==> src/rtl/shapool_job_ctrl.sv <==
// Host-side job loader and result reporter for the hashing pool.
// Assembles a 47-byte job, arms the pool, watches it, and returns a 5-byte result frame.
module shapool_job_ctrl #(
    parameter int unsigned POOL_SIZE_LOG2 = 1,
    parameter int unsigned ARM_CYCLES     = 2
) (
    input  logic         clk,
    input  logic         reset_n,
    input  logic [7:0]   in_data,
    input  logic         in_first,
    input  logic         in_valid,
    output logic         in_ready,
    input  logic         abort,
    output logic [7:0]   res_data,
    output logic         res_valid,
    input  logic         res_ready,
    output logic         busy,
    output logic [255:0] sha_state,
    output logic [95:0]  message_head,
    output logic [15:0]  difficulty_bm,
    output logic [7:0]   nonce_start_MSB,
    output logic         pool_reset_n,
    input  logic         pool_success,
    input  logic [31:0]  pool_nonce
);

    localparam int unsigned NONCE_WIDTH = 32 - POOL_SIZE_LOG2;
    localparam logic [7:0]  ARM_LAST    = 8'(ARM_CYCLES - 1);
    localparam logic [5:0]  LAST_BYTE   = 6'd46;

    localparam logic [1:0] S_LOAD   = 2'd0;
    localparam logic [1:0] S_ARM    = 2'd1;
    localparam logic [1:0] S_RUN    = 2'd2;
    localparam logic [1:0] S_REPORT = 2'd3;

    logic [1:0]   r_state;
    logic [5:0]   r_cnt;
    logic [7:0]   r_arm_cnt;
    logic [375:0] r_job;
    logic         r_pool_rst_n;
    logic         r_prev_msb;
    logic [7:0]   r_status;
    logic [31:0]  r_nonce;
    logic [2:0]   r_res_idx;
    logic [7:0]   r_res_data;
    logic         r_res_valid;

    logic         w_msb;
    logic         w_exhaust;
    logic         w_event;
    logic [7:0]   w_status;
    logic [31:0]  w_nonce;
    logic [7:0]   w_next_byte;
    logic [375:0] w_job_shift;

    assign w_msb       = pool_nonce[NONCE_WIDTH-1];
    // Counter MSB falling from 1 to 0 means the pool nonce counter wrapped.
    assign w_exhaust   = r_prev_msb & ~w_msb;
    assign w_event     = pool_success | abort | w_exhaust;
    assign w_job_shift = {r_job[367:0], in_data};

    always_comb begin
        w_status = 8'h00;
        w_nonce  = 32'h0;
        if (pool_success) begin
            w_status = 8'h01;
            w_nonce  = pool_nonce;
        end else if (abort) begin
            w_status = 8'h03;
            w_nonce  = pool_nonce;
        end else if (w_exhaust) begin
            w_status = 8'h02;
        end
    end

    always_comb begin
        w_next_byte = 8'h00;
        case (r_res_idx)
            3'd0:    w_next_byte = r_nonce[31:24];
            3'd1:    w_next_byte = r_nonce[23:16];
            3'd2:    w_next_byte = r_nonce[15:8];
            3'd3:    w_next_byte = r_nonce[7:0];
            default: w_next_byte = 8'h00;
        endcase
    end

    always_ff @(posedge clk or negedge reset_n) begin
        if (!reset_n) begin
            r_state      <= S_LOAD;
            r_cnt        <= 6'd0;
            r_arm_cnt    <= 8'd0;
            r_job        <= '0;
            r_pool_rst_n <= 1'b0;
            r_prev_msb   <= 1'b0;
            r_status     <= 8'h00;
            r_nonce      <= 32'h0;
            r_res_idx    <= 3'd0;
            r_res_data   <= 8'h00;
            r_res_valid  <= 1'b0;
        end else begin
            case (r_state)
                S_LOAD: begin
                    if (abort) begin
                        r_cnt <= 6'd0;
                    end else if (in_valid) begin
                        if (in_first) begin
                            r_job <= w_job_shift;
                            r_cnt <= 6'd1;
                        end else if (r_cnt != 6'd0) begin
                            r_job <= w_job_shift;
                            if (r_cnt == LAST_BYTE) begin
                                r_cnt     <= 6'd0;
                                r_arm_cnt <= 8'd0;
                                r_state   <= S_ARM;
                            end else begin
                                r_cnt <= r_cnt + 6'd1;
                            end
                        end
                    end
                end
                S_ARM: begin
                    if (abort) begin
                        r_cnt   <= 6'd0;
                        r_state <= S_LOAD;
                    end else if (r_arm_cnt == ARM_LAST) begin
                        r_pool_rst_n <= 1'b1;
                        r_prev_msb   <= 1'b0;
                        r_state      <= S_RUN;
                    end else begin
                        r_arm_cnt <= r_arm_cnt + 8'd1;
                    end
                end
                S_RUN: begin
                    r_prev_msb <= w_msb;
                    if (w_event) begin
                        r_status     <= w_status;
                        r_nonce      <= w_nonce;
                        r_pool_rst_n <= 1'b0;
                        r_res_idx    <= 3'd0;
                        r_res_data   <= w_status;
                        r_res_valid  <= 1'b1;
                        r_state      <= S_REPORT;
                    end
                end
                S_REPORT: begin
                    if (res_ready) begin
                        if (r_res_idx == 3'd4) begin
                            r_res_valid <= 1'b0;
                            r_state     <= S_LOAD;
                        end else begin
                            r_res_idx  <= r_res_idx + 3'd1;
                            r_res_data <= w_next_byte;
                        end
                    end
                end
                default: r_state <= S_LOAD;
            endcase
        end
    end

    // Gate with reset so the source sees no ready while the block is held in reset.
    assign in_ready        = (r_state == S_LOAD) & reset_n;
    assign busy            = (r_state == S_ARM) | (r_state == S_RUN);
    assign res_data        = r_res_data;
    assign res_valid       = r_res_valid;
    assign pool_reset_n    = r_pool_rst_n;
    assign sha_state       = r_job[375:120];
    assign message_head    = r_job[119:24];
    assign difficulty_bm   = r_job[23:8];
    assign nonce_start_MSB = r_job[7:0];

endmodule

==> config.mk <==
export PLATFORM = sky130hd
export DESIGN_NAME = shapool_job_ctrl
export DESIGN_NICKNAME = d
export VERILOG_FILES = /design/src/rtl/shapool_job_ctrl.sv
export SDC_FILE = /design/constraint.sdc
export NUM_CORES = 1
export LEC_CHECK = 0
export ABC_AREA = 1
export ABC_CLOCK_PERIOD_IN_PS = 1900
export CAP_MARGIN = 30
export CORE_MARGIN = 4
export CORE_UTILIZATION = 50
export DETAILED_ROUTE_END_ITERATION = 7
export GPL_ROUTABILITY_DRIVEN = 1
export GPL_TIMING_DRIVEN = 1
export PLACE_DENSITY = 0.81
export RECOVER_POWER = 100
export REMOVE_ABC_BUFFERS = 1
export SLEW_MARGIN = 40
export SYNTH_ARGS = -nofsm -noshare
export SYNTH_HDL_FRONTEND = slang
export SYNTH_SLANG_ARGS = --single-unit
==> constraint.sdc <==
create_clock -name clk -period 1.9 [get_ports clk]
set_input_delay 0.475 -clock clk [delete_from_list [all_inputs] [get_ports clk]]
set_output_delay 0.475 -clock clk [all_outputs]
set_load 0.03 [all_outputs]
# Word level (Yosys, flattened, before mapping)
# Index checks and enable logic that the tools add are counted.
[word_totals] reg_bits=438 in_bits=47 output_inout_bits=388 wordCells=114
[op_classes] n_addsub=3 n_eq_ne=25 mux=53 bitwise=7 n_reduce_logical=16
[op_table] operator="376-bit two-way mux" count=2
[op_table] operator="8-bit two-way mux" count=11
[op_table] operator="32-bit two-way mux" count=2
[op_table] operator="6-bit two-way mux" count=6
[op_table] operator="8-bit case mux with 2 select lines" count=2
[op_table] operator="8-bit case mux with 4 select lines" count=1
[op_table] operator="2-bit inequality test (second input constant)" count=13
[op_table] operator="2-bit two-way mux" count=12
[op_table] operator="4-bit AND reduction" count=5
[op_table] operator="6-bit case mux with 2 select lines" count=1
[op_table] operator="3-bit two-way mux" count=3
[op_table] operator="9-bit AND reduction" count=1
[op_table] operator="8-bit by 1-bit adder with 8-bit output (second input constant)" count=1
[op_table] operator="8-bit by 1-bit == test with 1-bit output (second input constant)" count=1
[op_table] operator="1-bit two-way mux" count=8
[op_table] operator="2-bit case mux with 4 select lines" count=1
[op_table] operator="8-bit AND reduction" count=1
[op_table] operator="2-bit nonzero test" count=4
[op_table] operator="6-bit by 1-bit adder with 6-bit output (second input constant)" count=1
[op_table] operator="3-bit by 2-bit == test with 1-bit output (second input constant)" count=2
[op_table] operator="6-bit == test (second input constant)" count=1
[op_table] operator="3-bit inequality test (second input constant)" count=2
[op_table] operator="1-bit case mux with 2 select lines" count=3
[op_table] operator="3-bit case mux with 2 select lines" count=1
[op_table] operator="other kinds (14)" count=19

# Depth between registers and ports, before layout
# Gate-level depths: netlist of the first run.
[depth] word_depth=7 mapped_depth=11 ltp_nobuf=11

# Least setup slack after synthesis of the first run
# No wires, ideal clock.
[synth_path] path_type="reg2reg" startpoint="reg r_state[0]" endpoint="reg r_cnt[0]" setup_ns=0.083 arrival_time_ns=1.591 required_time_ns=1.817 setup_slack_ns=0.227 path_stages_with_launch=10 n_path_buf=1 synth_period_minus_slack_ns=1.673 path_cell_list="dfrtp_1 > inv_1 > ha_1 > buf_2 > inv_1 > o21ai_0 > inv_1 > a21oi_1 > nand3_1 > o21ai_0"
[synth_via] elab_chain_cells=3 elab_cells_between_ends=8 cone_classes="eq/ne (4); mux (1); reduce/logical (3)"
[synth_rtl] item="start, declared" line_no="36" source="logic [1:0] r_state;"
[synth_rtl] item="start signal, assigned" line_no="89" source="r_state <= S_LOAD;"
[synth_rtl] item="start signal, assigned" line_no="114" source="r_state <= S_ARM;"
[synth_rtl] item="start signal, assigned" line_no="124" source="r_state <= S_LOAD;"
[synth_rtl] item="2-bit by 1-bit == test with 1-bit output or 2-bit logical NOT (tied branches)" line_no="101" source="case (r_state)"
[synth_rtl] item="2-bit inequality test (no source line) (tied with other cells)"
[synth_rtl] item="4-bit AND reduction (no source line)"
[synth_rtl] item="end signal, assigned" line_no="116" source="r_cnt <= r_cnt + 6'd1;"
[synth_rtl] item="end, declared" line_no="37" source="logic [5:0] r_cnt;"
# Parallel ways exist; a longest one is shown, timed or not.
# A chain may end at the register's enable or synchronous reset.

# Worst setup path in the final report of the first run
[layout_path] startpoint="reg r_state[0]" endpoint="out in_ready"
[layout_via] elab_chain_cells=2
[layout_rtl] item="2-bit logical NOT" line_no="162" source="assign in_ready = (r_state == S_LOAD) & reset_n;"
[layout_rtl] item="1-bit AND" line_no="162"
[layout_rtl] item="end, declared" line_no="12" source="output logic in_ready,"
# Every way passes these cells.

==> results of run 1 <==
-- per-layer routing --
metal  vias to the layer above  part of all wire, %  GRT usage (%)
li1                       6973                    -              -
met1                      7691                   36           33.8
met2                       768                   50           49.2
met3                       164                  9.7           9.43
met4                         0                  4.6           13.0
met5                         -                    0              0
-- kinds of logic (layout without fill, tap and decap cells) --
family                     Yosys count  count (layout)
buffers and inverters              345             918
DFF                                438             438
AOI/OAI and AO/OA                  442             442
and+or+nand+nor                    602             602
adders and majority gates           14              14
xor gates and xnor gates             5               5
-- Yosys cell counts, types with 7 or more instances --
cell type	instances	area, µm²
dfrtp_1	438	11000
inv_1	241	905
o22ai_1	7	43.8
o21ai_0	156	781
nand3_1	54	270
a21oi_2	90	788
clkbuf_1	22	82.6
nand4_1	10	62.6
buf_6	32	360
nand2_1	316	1190
ha_1	14	175
nor2_1	208	781
o21ai_1	82	410
buf_2	41	205
a21oi_1	104	521
-- worst reg2reg max path, delay by kind of cell, from the launching register on --
kind	cells	cell delay, ps
and+or+nand+nor	4	430
DFF	1	390
AOI/OAI and AO/OA	1	170
adders and majority gates	1	150
buffers and inverters	4	740
-- registers in the layout, summed over array words and instances, names as in the netlist, named ones only --
signal / count
res_data: 8
r_res_idx: 3
res_valid: 1
r_prev_msb: 1
r_state: 1
pool_reset_n: 1
r_arm_cnt: 8
r_job: 376
r_cnt: 6
r_nonce: 32
-- per-stage QoR --
step / instances / area [µm²]
finish: 2874 / 25900
global route: 2874 / 25900
CTS: 2860 / 25500
detailed placement: 2717 / 22800
global placement: 2717 / 22800
floorplan: 1748 / 17100
-- worst max path at each step --
stage                              end  slack [ps]  cells past startpoint
after floorplan               r_job[0]      -11710                      4
after global routing          in_ready        -200                      6
final                         in_ready        -160                      6
after global placement    r_arm_cnt[1]        -200                      9
after CTS                     in_ready        -130                      6
after detailed placement      r_cnt[0]        -250                      8
-- timing repair --
action,CTS,global route
hold buffers,1,0
pin swaps,22,22
gates cloned,31,14
hold endpoints to repair,56,0
resized for setup,538,171
setup endpoints to repair,524,368
buffers inserted,35,9
-- report_power, final --
| part | leakage (nW) | internal, mW | switching [mW] |
|---|---|---|---|
| sequential | 5.18 | 13.7 | 3.50 |
| combinational | 7.35 | 8.87 | 17.4 |
| clock | 0.725 | 5.11 | 3.70 |
-- final cells by class --
cell class                 instances  area, µm²
fill                            2278       8880
clock buffer                      67       1370
multi-input combinational       1063       5610
sequential                       438      11000
clock inverter                    10       92.6
inverter                         247        935
timing repair inverter             1       5.00
tap                              455        569
timing repair buffer             593       6370
==> metrics, run 1 <==
status finished with violations; failing checks setup timing; clk buf depth 3; CP Cell Sequence inv_4, ha_4, buf_6, nand2_2, inv_2, buf_6; Cells after Synth ~1,800; Synth Area in Simple Gates a little over an eighth; fmax 0.486 GHz; DRT antenna net count 0; Final min period around 2000 ps; Async SR Flop Fraction 100%; crit end category primary output; dpl ws -249 ps; # setup viols final between 40 and 50; Cell Area, Synth between 15,000 and 20,000 µm²; post-synthesis mux area share 0%; ANT cells 0; final slew viol count 0; total chip power approximately 52 mW; Arr. time, crit path 1580 ps; total grt overflow 0; largest family of logic cells by synthesized area compound AO/OA/AOI/OAI gates; worst reg-to-reg setup slack -70 ps; Rel. slew slack ~45%; Initial Util about half; routability cong. 0.835; Worst setup SP type flip-flop; Die Y 196 µm; CP dominant cell by count buf_6; Layout area overhead 46.1%; initial antenna violation count 0; DP HPWL 34,600 µm; Final Cycle Share 108%; WP buf/inv 4; area of the core roughly 35,000 µm²; worst slew pin tran between 800 and 900 ps; Required @ worst endpoint about 1400 ps; cts bufs inserted 44; Vias/cell 5.43; register area share after synthesis slightly above 60%; Main synth FF type dfrtp_1; CTS Root Cell clkbuf_16; Worst VDD drop about 1.4 mV; P per Cell Area just over 2000 nW/µm²; Avg Cell Area, Syn between 9 and 10 µm²; DIE AREA about 39,000 µm²; drc violations 0; Synth cell types 26; Synth Area in XOR/XNOR less than 1%; FF-to-FF path depth 10; CTS tree yes; initial drt markers just over 1,000; worst r2r src r_cnt[0]; clk_skew ~15 ps; critical-path maximum fanout 6; Site Rows just under 70; Hold WC Path Type input port to flip-flop; final wirelength 59,300 µm; largest net degree at the start of global routing 84; hold slack around 460 ps; commonest non-fill, non-tap cell in the layout dfrtp_1; setup ws final -159 ps; vias in the first global route about 16,000; Max stage delay on crit path between 400 and 500 ps; most frequent cells in the layout 437 x dfrtp_1, 321 x dlygate4sd2_1, 298 x nand2_1; number of synthesized flops with an enable pin 0; crit path from r_state[0]; kind of critical path flip-flop to primary output; compound-cell area share of the yosys netlist about 14%; Post-Synth Adder-Cell Area less than 1%; PortBufs approximately 430; total clock sinks 438; RR Endpoint r_job[165]; clock latency on the worst-skew pair around 560 ps; first-pass GRT wire length between 80,000 and 90,000 µm; Hold Crit Depth 3; drt pass-1 iters 5; Finished Core Util between 70% and 80%; unrepaired setup endpoints after global routing yes; Die W about 200 µm; routed vias 15,596; Reg clk slew, reported paths approximately 60 ps; setup_tns -1270 ps; gr usage total between 20% and 30%; Hold Path Origin in_data[2]; H-Tree Depth 2; Avg WL per Cell 20.6 µm; Synthesis Warnings 0; share of layout cells above drive strength 1 a little under a fifth; final hold viol count 0; max cap viols 0; P_leak roughly 13 nW; Slowest-stage cell, CP dfrtp_2; WHS Endpoint r_job[2]; I/O Pins approximately 440; Nets ~2,400; post-synthesis register bit count 438; Top delay family on crit path flip-flops
(Power assumes the default switching activity.)
==> inputs of run 2 (changes only) <==
--- a/config.mk
+++ b/config.mk
@@ -5,7 +5,6 @@
 export SDC_FILE = /design/constraint.sdc
 export NUM_CORES = 1
 export LEC_CHECK = 0
-export ABC_AREA = 1
 export ABC_CLOCK_PERIOD_IN_PS = 1900
 export CAP_MARGIN = 30
 export CORE_MARGIN = 4
@@ -13,7 +12,7 @@
 export DETAILED_ROUTE_END_ITERATION = 7
 export GPL_ROUTABILITY_DRIVEN = 1
 export GPL_TIMING_DRIVEN = 1
-export PLACE_DENSITY = 0.81
+export PLACE_DENSITY = 0.8
 export RECOVER_POWER = 100
 export REMOVE_ABC_BUFFERS = 1
 export SLEW_MARGIN = 40
==> run 2 against run 1 <==
Against the previous run:
- the run ends with capacitance limit, slew limit, setup timing left
- clock skew down 5.4 ps
- global-route usage down 6.3 points
- combinational power down 70%
- worst hold slack worse by 37 ps
- highest routed layer unchanged
- via count down 28%
==> metrics, run 2 <==
most frequent cells in the layout 438 x dfrtp_1, 238 x mux2_4, 228 x dlygate4sd2_1; Arr. time, crit path ~1500 ps; setup ws final -102 ps; Synth Area in XOR/XNOR 0%; status finished with violations; register area share after synthesis between 60% and 70%; final wirelength ~48,000 µm; final hold viol count 0; P per Cell Area ~1100 nW/µm²; Final min period 2000 ps; drt pass-1 iters 5; fillers 2,322; Nets about 1,700; most frequent cell after synthesis dfrtp_1; Final Cycle Share 105%; share of layout cells above drive strength 1 between 30% and 40%; Post-Layout Inst Area approximately 25,000 µm²; dpl ws -455 ps; post-synthesis mux area share 28.4%; Synth area leaders dfrtp_1 61%, mux2_4 17%, mux2_1 7.5%; failing checks capacitance limit, slew limit, setup timing; share of power burned in registers about 40%; # setup viols final 182; met2 Resource Use GR 36.4%; multi-input logic area around 6800 µm²; Reg clk slew, reported paths roughly 60 ps; unrepaired setup endpoints after global routing yes; DIE AREA between 30,000 and 40,000 µm²; cts bufs inserted 47; commonest non-fill, non-tap cell in the layout dfrtp_1; I/O Pins 435; Site Rows 69; Hold WC Path Type input port to asynchronous set/reset pin; Comb pwr share 28.0%; met3 usage about 8.0%; largest net degree at the start of global routing 120; Top Registers r_job: 376 flops, r_nonce: 32 flops; Cell Area, Synth between 15,000 and 20,000 µm²; DP HPWL roughly 32,000 µm; vias in the first global route 11,814; routability cong. 0.805; Die W between 150 and 200 µm; Net Switching about 8.8 mW; Cells after Synth about 1,100; Layout area overhead 39.4%; clock latency on the worst-skew pair between 500 and 600 ps; P_leak 13.2 nW; Initial Util around 50%; Vias/cell 5.33; max cap viols 1; met1 Track Usage GR 29.3%; Placed Area 23,300 µm²; DRT antenna net count 0; largest family of logic cells by synthesized area multiplexers; Main synth FF type dfrtp_1; Rel. slew slack -6.69%; ANT cells 0; routed vias roughly 11,000; top cells by count, synth 438 x dfrtp_1, 200 x mux2_4, 120 x mux2_1; number of synthesized flops with an enable pin 0; kind of critical path flip-flop to primary output; crit end category primary output; clk_skew 10.0 ps; Avg WL per Cell roughly 23 µm; fmax 0.499 GHz; gr usage total between 20% and 30%; final slew viol count 120; post-synthesis register bit count 438; drc violations 0; Worst setup SP type flip-flop; H-Tree Depth 2; Largest Register r_job; area of the core ~36,000 µm²; FF/Latch Area 11,000 µm²; first-pass GRT wire length 70,400 µm; Synth cell types 50; Synth Area in Simple Gates under 10%; Async SR Flop Fraction 100%; Post-Synth Adder-Cell Area less than 1%; Sw Ratio between 30% and 40%; Synthesis Warnings 0; worst slew pin tran 1600 ps; global-route layer with the greatest usage met2; CTS tree yes; PortBufs 434; P_int about 19 mW; Synth top area share 60.5%; FF-to-FF path depth 7; clk buf depth 3; total grt overflow 0; Die Y between 150 and 200 µm; Avg Cell Area, Syn between 15 and 20 µm²; compound-cell area share of the yosys netlist under 10%; critical-path maximum fanout 2; Worst VDD drop ~1.3 mV; total clock sinks 438; clock network fraction of total power 32.2%; area leader, netlist dfrtp_1; initial drt markers around 520; initial antenna violation count 0; max FFs per register around 380; CTS Root Cell clkbuf_16; Required @ worst endpoint about 1400 ps
run 2: repair_timing:
action                                  in CTS  in global routing
hold endpoints to repair                    19                  5
cloned                                       1                 15
gates resized for setup                    539                162
endpoints found under the setup margin     646                466
hold buffers                                 2                  1
pin swaps                                    4                  8
buffers inserted                             4                 10
run 2: path summary, 6_finish.rpt:
path | from | end | slack (ps)
max in group asynchronous | reset_n | r_job[260] | 120
min reg2reg | r_job[247] | r_job[247] | 500
min in group clk | r_job[247] | r_job[247] | 500
max reg2reg | flip-flop | r_job[69] | -80
max | flip-flop | in_ready | -100
min | reset_n | r_nonce[2] | 420
run 2: kinds of logic after synthesis:
| family | count (synthesis) |
|---|---|
| AO/OA/AOI/OAI | 96 |
| AND/OR/NAND/NOR | 82 |
| buffers and inverters | 77 |
| flip-flops | 438 |
| adder cells (fa/ha/maj) | 14 |
| multiplexers | 391 |
run 2: layout make-up:
cell class / instances / share of cell area [%]
sequential: 438 / 43.4
multi-input combinational: 584 / 27.1
timing repair buffer: 535 / 20.8
clock buffer: 65 / 5.45
tap: 461 / 2.29
clock inverter: 21 / 0.719
inverter: 16 / 0.238
run 2: worst max-delay path, cell delays in order, from the launching register on:
cell and delay (ps):
dfrtp_1 390, inv_2 90, ha_4 140, buf_6 90
and2_4 130, buf_6 120
run 2: power by group through the flow:
stage	sequential, mW	clock [mW]	combinational, mW
2_1_floorplan	12.4	0	3.68
3_3_place_gp	11.3	0	7.23
3_5_place_dp	11.3	0	7.37
4_1_cts	11.2	9.20	7.24
5_1_grt	11.4	9.60	8.38
6_report	11.3	9.07	7.89
run 2: through the flow:
stage / cells / utilization, % / setup TNS, ps / hold slack [ps] / power, mW
2_1_floorplan: 1037 / - / -2944520 / 179 / 16.1
3_3_place_gp: 2002 / 65.2 / -140100 / 332 / 18.6
3_5_place_dp: 2002 / 65.2 / -151330 / 334 / 18.7
4_1_cts: 2095 / 69.2 / -3150 / 15.3 / 27.7
5_1_grt: 2120 / 70.8 / -27890 / 489 / 29.4
6_report: 2120 / 70.8 / -4530 / 424 / 28.2
run 2: metal layers:
layer | vias to the layer above | part of all wire, % | wire [µm]
li1 | 5004 | - | -
met3 | 61 | 8.8 | 4240
met5 | - | 0 | 0
met2 | 411 | 48 | 23100
met4 | 0 | 2.2 | 1070
met1 | 5823 | 41 | 19900
==> inputs of run 3 (changes only) <==
--- a/config.mk
+++ b/config.mk
@@ -9,10 +9,11 @@
 export CAP_MARGIN = 30
 export CORE_MARGIN = 4
 export CORE_UTILIZATION = 50
+export CTS_CLUSTER_DIAMETER = 50
 export DETAILED_ROUTE_END_ITERATION = 7
 export GPL_ROUTABILITY_DRIVEN = 1
 export GPL_TIMING_DRIVEN = 1
-export PLACE_DENSITY = 0.8
+export PLACE_DENSITY = 0.76
 export RECOVER_POWER = 100
 export REMOVE_ABC_BUFFERS = 1
 export SLEW_MARGIN = 40
==> run 3 against run 2 <==
Against the previous run:
- the run ends with hold timing, setup timing left
- wire length shrank 1.9%
- count of clock-buffer cells in the layout grew 4
- total power is 0.35% lower
- largest cell class unchanged
- worst setup slack worse by 6.1 ps
- highest routed layer unchanged
- sequential cell count stayed put
- register-to-register slack worse by 30 ps
- clock skew grew 6.4 ps
- critical path depth unchanged
- final cell count is 0.94% higher
- fmax shrank 0.30%
- global-route usage is 0.29 points lower
- first-iteration DRC count shrank 10%
- largest power group unchanged
==> metrics, run 3 (synthesis gave the netlist of run 2 again) <==
routability cong. 0.816; final slew viol count 0; dpl ws -418 ps; hold slack -19.2 ps; CTS tree yes; Vias/cell roughly 5.3; P_leak 13.4 nW; Hold WC Path Type input port to asynchronous set/reset pin; routed vias between 10,000 and 15,000; PortBufs about 430; # setup viols final 216; Final Cycle Share 106%; Max stage delay on crit path 380 ps; Nets ~1,700; first-pass GRT wire length around 70,000 µm; max FFs per register approximately 380; CTS Root Cell clkbuf_16; fillers 2,459; DIE AREA about 39,000 µm²; I/O Pins 435; status finished with violations; clk buf depth 3; drc violations 0; Required @ worst endpoint around 1400 ps; Largest Register r_job; Worst VDD drop about 1.1 mV; clk_skew ~16 ps; commonest non-fill, non-tap cell in the layout dfrtp_1; final wirelength ~47,000 µm; DP HPWL about 32,000 µm; Avg WL per Cell ~22 µm; initial drt markers roughly 470; Top delay family on crit path flip-flops; max cap viols 0; Final min period roughly 2000 ps; total grt overflow 0; clock latency on the worst-skew pair about 580 ps; area of the core ~36,000 µm²; largest net degree at the start of global routing ~140; most frequent cells in the layout 438 x dfrtp_1, 269 x dlygate4sd2_1, 204 x mux2_4; Arr. time, crit path around 1500 ps; WP buf/inv 3; worst slew pin tran between 700 and 800 ps; fmax 0.498 GHz; CP dominant cell by count buf_6; Die W between 150 and 200 µm; setup ws final -108 ps; Worst setup SP type flip-flop; CP Cell Sequence inv_2, ha_4, buf_6, and2_4, buf_6; initial antenna violation count 1; Rel. slew slack between 50% and 60%; Slowest-stage cell, CP dfrtp_1; drt pass-1 iters 4; Finished Core Util 71.0%; Layout area overhead 39.7%; DRT antenna net count 0; vias in the first global route approximately 12,000; final hold viol count 5; H-Tree Depth 2; setup_tns -10,890 ps; Site Rows 69; critical-path maximum fanout 2; failing checks hold timing, setup timing; gr usage total between 20% and 30%; Initial Util 50.8%; Die Y 198 µm; kind of critical path flip-flop to primary output; total clock sinks 438; crit end category primary output; cts bufs inserted 48; Top Registers r_job: 376 flops, r_nonce: 32 flops; total chip power 28.1 mW; share of layout cells above drive strength 1 between 30% and 40%; unrepaired setup endpoints after global routing yes; P per Cell Area roughly 1100 nW/µm²; Reg clk slew, reported paths ~60 ps
[run 3: cell types whose count changed in the layout (fill, tap and decap cells not counted), moves of 5 or more]
| cell | before | now |
|---|---|---|
| buf_4 | 51 | 74 |
| clkbuf_1 | 8 | 13 |
| mux2_4 | 238 | 204 |
| clkdlybuf4s15_1 | 99 | 65 |
| mux2_1 | 83 | 118 |
| buf_16 | 7 | 2 |
| clkinv_2 | 13 | 7 |
| clkbuf_2 | 32 | 0 |
| buf_6 | 13 | 18 |
| clkdlybuf4s15_2 | 27 | 49 |
| dlygate4sd2_1 | 228 | 269 |
| buf_12 | 13 | 19 |
[run 3: final timing paths]
check                             end  slack (ps)  depth (start not counted)        from
max reg2reg                r_job[141]        -110                          8    r_cnt[0]
min                        r_job[359]         -20                          2     reset_n
min in group clk           r_job[109]         500                          1  r_job[109]
max                          in_ready        -110                          5  r_state[0]
max in group asynchronous  r_job[224]         890                          3     reset_n
min reg2reg                r_job[109]         500                          1  r_job[109]
[run 3: cell type report]
class,count,area (µm²),area share (%)
inverters,16,60.1,0.237
clock buffers,69,1370,5.42
multi-input cells,585,6700,26.5
flip-flops and latches,438,11000,43.3
clock inverters,16,181,0.717
diodes,1,2.50,0.00989
well taps,461,577,2.28
repair buffers,554,5450,21.5
[run 3: what timing repair did]
item                                    4_1_cts  5_1_grt
hold endpoints to repair                     11       11
pin swaps                                     3       11
setup buffers                                 4       13
gates resized for setup                     574       33
endpoints found under the setup margin      758      507
cloned                                        0       12
[run 3: metrics by stage]
step | instance area (µm²) | cells
after floorplan | 17600 | 1037
after global placement | 23400 | 2023
after detailed placement | 23400 | 2023
after CTS | 24800 | 2112
after global routing | 25300 | 2139
final | 25300 | 2140
[run 3: where the power goes]
| part | leakage [nW] | internal [mW] | switching [mW] |
|---|---|---|---|
| combinational | 6.60 | 3.66 | 4.10 |
| clock | 0.765 | 5.44 | 3.73 |
| sequential | 6.00 | 10.4 | 0.814 |
[run 3: routing by layer]
metal	wire, µm	part of all wire [%]	track usage (%)
met4	1120	2.4	6.73
met3	4400	9.3	8.61
met5	0	0	0
met1	18600	39	28.1
met2	23200	49	36.6
